**src/rtl/cache_axi_arbiter.sv**
```systemverilog
// cache_axi_arbiter: fixed-priority I-cache/D-cache arbiter issuing one single-beat AXI transaction at a time
module cache_axi_arbiter #(
    parameter bit DATA_FIRST = 1'b1
) (
    input  logic        clk,
    input  logic        resetn,
    input  logic        inst_req,
    input  logic [31:0] inst_addr,
    output logic [31:0] inst_rdata,
    output logic        inst_dok,
    input  logic        data_req,
    input  logic [31:0] data_addr,
    input  logic [3:0]  data_wen,
    input  logic [31:0] data_wdata,
    output logic [31:0] data_rdata,
    output logic        data_dok,
    output logic [31:0] araddr,
    output logic        arvalid,
    input  logic        arready,
    input  logic [31:0] rdata,
    input  logic        rvalid,
    output logic        rready,
    output logic [31:0] awaddr,
    output logic        awvalid,
    input  logic        awready,
    output logic [31:0] wdata,
    output logic [3:0]  wstrb,
    output logic        wvalid,
    input  logic        wready,
    input  logic        bvalid,
    output logic        bready
);
    typedef enum logic [2:0] {IDLE, AR, R, AWW, B, DONE} state_t;
    state_t      state, state_n;
    logic        src;
    logic [31:0] addr_q, wdata_q;
    logic [3:0]  wen_q;
    logic        aw_done, w_done, grant_data;
    assign grant_data = data_req && (DATA_FIRST || !inst_req);
    always_comb begin
        state_n = state;
        case (state)
            IDLE:    if (inst_req || data_req) state_n = (grant_data && data_wen != 4'b0) ? AWW : AR;
            AR:      if (arready) state_n = R;
            R:       if (rvalid) state_n = DONE;
            AWW:     if ((aw_done || awready) && (w_done || wready)) state_n = B;
            B:       if (bvalid) state_n = DONE;
            DONE:    state_n = IDLE;
            default: state_n = IDLE;
        endcase
    end
    always_ff @(posedge clk) begin
        if (!resetn) begin
            state      <= IDLE;
            src        <= 1'b0;
            addr_q     <= '0;
            wen_q      <= '0;
            wdata_q    <= '0;
            aw_done    <= 1'b0;
            w_done     <= 1'b0;
            inst_rdata <= '0;
            data_rdata <= '0;
        end else begin
            state   <= state_n;
            // handshake flags live only while the write is still in its address/data phase
            aw_done <= state == AWW && state_n == AWW && (aw_done || awready);
            w_done  <= state == AWW && state_n == AWW && (w_done || wready);
            if (state == IDLE && (inst_req || data_req)) begin
                src     <= grant_data;
                addr_q  <= grant_data ? data_addr : inst_addr;
                wen_q   <= grant_data ? data_wen : 4'b0;
                wdata_q <= data_wdata;
            end
            if (state == R && rvalid) begin
                if (src) data_rdata <= rdata;
                else     inst_rdata <= rdata;
            end
        end
    end
    assign araddr   = addr_q;
    assign awaddr   = addr_q;
    assign wdata    = wdata_q;
    assign wstrb    = wen_q;
    assign arvalid  = state == AR;
    assign rready   = state == R;
    assign awvalid  = state == AWW && !aw_done;
    assign wvalid   = state == AWW && !w_done;
    assign bready   = state == B;
    assign inst_dok = state == DONE && !src;
    assign data_dok = state == DONE && src;
endmodule

```
**config.mk**
```make
export PLATFORM = sky130hd
export DESIGN_NAME = cache_axi_arbiter
export DESIGN_NICKNAME = d
export VERILOG_FILES = /design/src/rtl/cache_axi_arbiter.sv
export SDC_FILE = /design/constraint.sdc
export NUM_CORES = 1
export LEC_CHECK = 0
export CORE_ASPECT_RATIO = 2
export CORE_UTILIZATION = 43
export DETAILED_ROUTE_END_ITERATION = 10
export GPL_ROUTABILITY_DRIVEN = 0
export PLACE_DENSITY_LB_ADDON = 0.25
export SLEW_MARGIN = 20
export SYNTH_ARGS = -nofsm -noshare
export SYNTH_HDL_FRONTEND = slang
export SYNTH_SLANG_ARGS = --single-unit
```
**constraint.sdc**
```tcl
create_clock -name clk -period 4.25 [get_ports clk]
set_input_delay 0.85 -clock clk [delete_from_list [all_inputs] [get_ports clk]]
set_output_delay 0.85 -clock clk [all_outputs]
set_load 0.03 [all_outputs]
```
==> metrics.yaml <==
slowest_delay_ps: 730
cts_made_buffers: 17
final_util_pct: 68.4
grt_usage_pct: 26.8
synth_area_mm2: 0.00609
p_leak_nw: 3.29
vias: 6159
htreeDepth: 4
place_hpwl_um: 13900
ys_ff_latch: 138
cp.arrival_ps: 2210
port_buffers: 311
hold_buffers: 0
cts_root_buf: "clkbuf_16"
wirelength_um: 20200
max-slew-margin-rel_pct: 35.4
crit_family: "buffers and inverters"
clkTransAtPathRegs_ps: 70
worst_r2r_path_depth: 4
synth-main-ff-cell: "dfxtp_1"
switching_power_mw: 2.18
drc: 0
wl_per_cell_um: 18.0
sw_frac_of_total_pct: 39.7
worstMarginPinSlew_ps: 969
grt_max_degree: 73
synth_cells: 682
drive_above_1_share_pct: 9.12
hp-class: "reg2reg"
crit_chain: "inv_1, nor4b_1, clkdlybuf4s50_1"
fin_crit_ps: 3060
post-synth-top-count-cell: "dfxtp_1"
clock_path_buffers: 2
cts_resized: 0
path_class: "reg2out"
final_hold_viol_count: 0
drtIter0Drc: 231
critPathLaunchType: "flip-flop"
yosysSeqAreaShare_pct: 45.4
yosys.area.top_type: "dfxtp_1"
die_area_mm2: 0.0147
start_util_pct: 43.8
fp.dieW_um: 86.1
cap_violations: 0
end_kind: "output pin"
critical_path_cell_count: 3
placedCellCount: 1089
grt_pass1_vias: 5950
cts.sinks: 138
cts_tree: "yes"
holdPathStages: 2
combPwrFrac_pct: 41.7
syn-num-nets: 823
grt_pass1_wl_um: 30500
cp_data_required_time_ps: 3400
intPower_mw: 3.30
synth_edf_count: 0
total_power_mw: 5.48
overflow: 0
viasPerCell: 5.48
fmax_mhz: 327
power_density_mw_per_mm2: 576
drtPass1Iterations: 4
async_reset_ff_share_pct: 0
clkPwrFrac_pct: 27.5
path_buf_inv: 2
io_pins: 312
synth.avg_cell_area_um2: 8.92
crit_fanout: 11
setup_viol: 0
fin_crit_sh_pct: 72.0
slowest_stage: "clkdlybuf4s50_1"
rows: 61
die_h_um: 170
max-vdd-ir-drop_mv: 0.366
area_growth_pct: 56.1
finalMaxSlewViolations: 0
synth_cell_types: 38
post_cts_buffers: 0
yosysTopAreaCellShare_pct: 45.4
timing.setup.tns_ps: 0
antenna_found_initial: 2
rsz0062_at_grt: "no"
seq_power_share_pct: 30.9
core_mm2: 0.0139
clock_latency_ps: 410
fin_skew_ps: 8.90
synth_common_cells: "dfxtp_1, a21oi_1, nand3_1"
detail-route-antenna-nets: 0
synthTopCellsByArea: "dfxtp_1, a21oi_1, nand3_1"
instances_no_fill: 1123
yosys_warnings: 0
nets: 1060
status: "completed"
-- power groups by stage --
stage	Clock, mW	Combinational, mW	Sequential (mW)
4_1_cts	1.53	2.29	1.69
5_1_grt	1.59	2.41	1.72
3_5_place_dp	0	2.28	1.72
6_report	1.50	2.28	1.69
2_1_floorplan	0	1.25	2.04
3_3_place_gp	0	2.26	1.71
-- path summary, 6_finish.rpt --
path | from | end | slack (ps)
setup / recovery | state[2]$_SDFF_PN0_ | inst_dok | 1190
hold / removal | wdata[1]$_SDFFE_PN0P_ | wdata[1]$_SDFFE_PN0P_ | 470
setup reg to reg | state[1]$_SDFF_PN0_ | araddr[16]$_SDFFE_PN0P_ | 2150
hold reg to reg | wdata[1]$_SDFFE_PN0P_ | wdata[1]$_SDFFE_PN0P_ | 470
-- cell usage in the layout, fill, tap and decap left out, types with 2 or more instances in the layout --
cell	Yosys	layout
clkdlybuf4s50_1	0	309
inv_8	0	2
a21oi_1	135	135
clkinvlp_4	0	3
o21ai_1	5	5
o21ai_0	98	98
dfxtp_1	138	137
nor3_1	3	3
a211oi_2	31	31
buf_4	44	12
clkinv_4	0	2
nor4b_1	3	3
nand2_1	2	2
clkbuf_16	0	17
nor2_1	5	5
nand3_1	101	101
inv_6	0	4
mux2i_1	32	32
bufinv_16	0	2
nor3b_1	3	3
a31oi_1	2	2
diode_2	0	2
-- layer usage --
layer	track usage [%]	vias to the layer above	share of wire, %
met3	8.15	45	8.8
met1	27.7	2909	35
met5	0	-	0
met4	13.9	0	4.4
met2	47.8	290	52
li1	-	2915	-
-- stage by stage --
step | hold slack, ps | area [um^2] | setup WS [ps]
detailed placement | 465 | 8890 | 1360
finish | 473 | 9500 | 1190
global route | 485 | 9500 | 1080
global placement | 460 | 8890 | 1460
floorplan | 517 | 6090 | 1580
CTS | 474 | 9490 | 1170
-- cell families after synthesis --
family / count (synthesis) / synth area share [%]
mux: 32 / 5.26
simple gates: 129 / 11.8
buf+inv: 108 / 10.8
compound gates: 275 / 26.7
flops: 138 / 45.4
-- cell type report --
type / instances / area [um^2]
Fill cell: 1184 / 4390
Timing Repair Buffer: 323 / 3210
Multi-Input combinational cell: 436 / 2670
Sequential cell: 138 / 2760
Antenna cell: 2 / 5.00
Clock buffer: 19 / 443
Tap cell: 189 / 236
Inverter: 3 / 13.8
Clock inverter: 13 / 158
-- worst reg2reg max path, stage by stage, from the launching register on --
cell and delay, ps:
dfxtp_1 480, or3_1 430, buf_4 270, nor2_8 590, a211oi_2 190
-- registers in the layout (all words and copies together) (netlist names), 3 cells and up --
register,cells
araddr,32
data_rdata,32
inst_rdata,32
state,3
wdata,32
wstrb,4
Power figures use the tool's default switching activity.
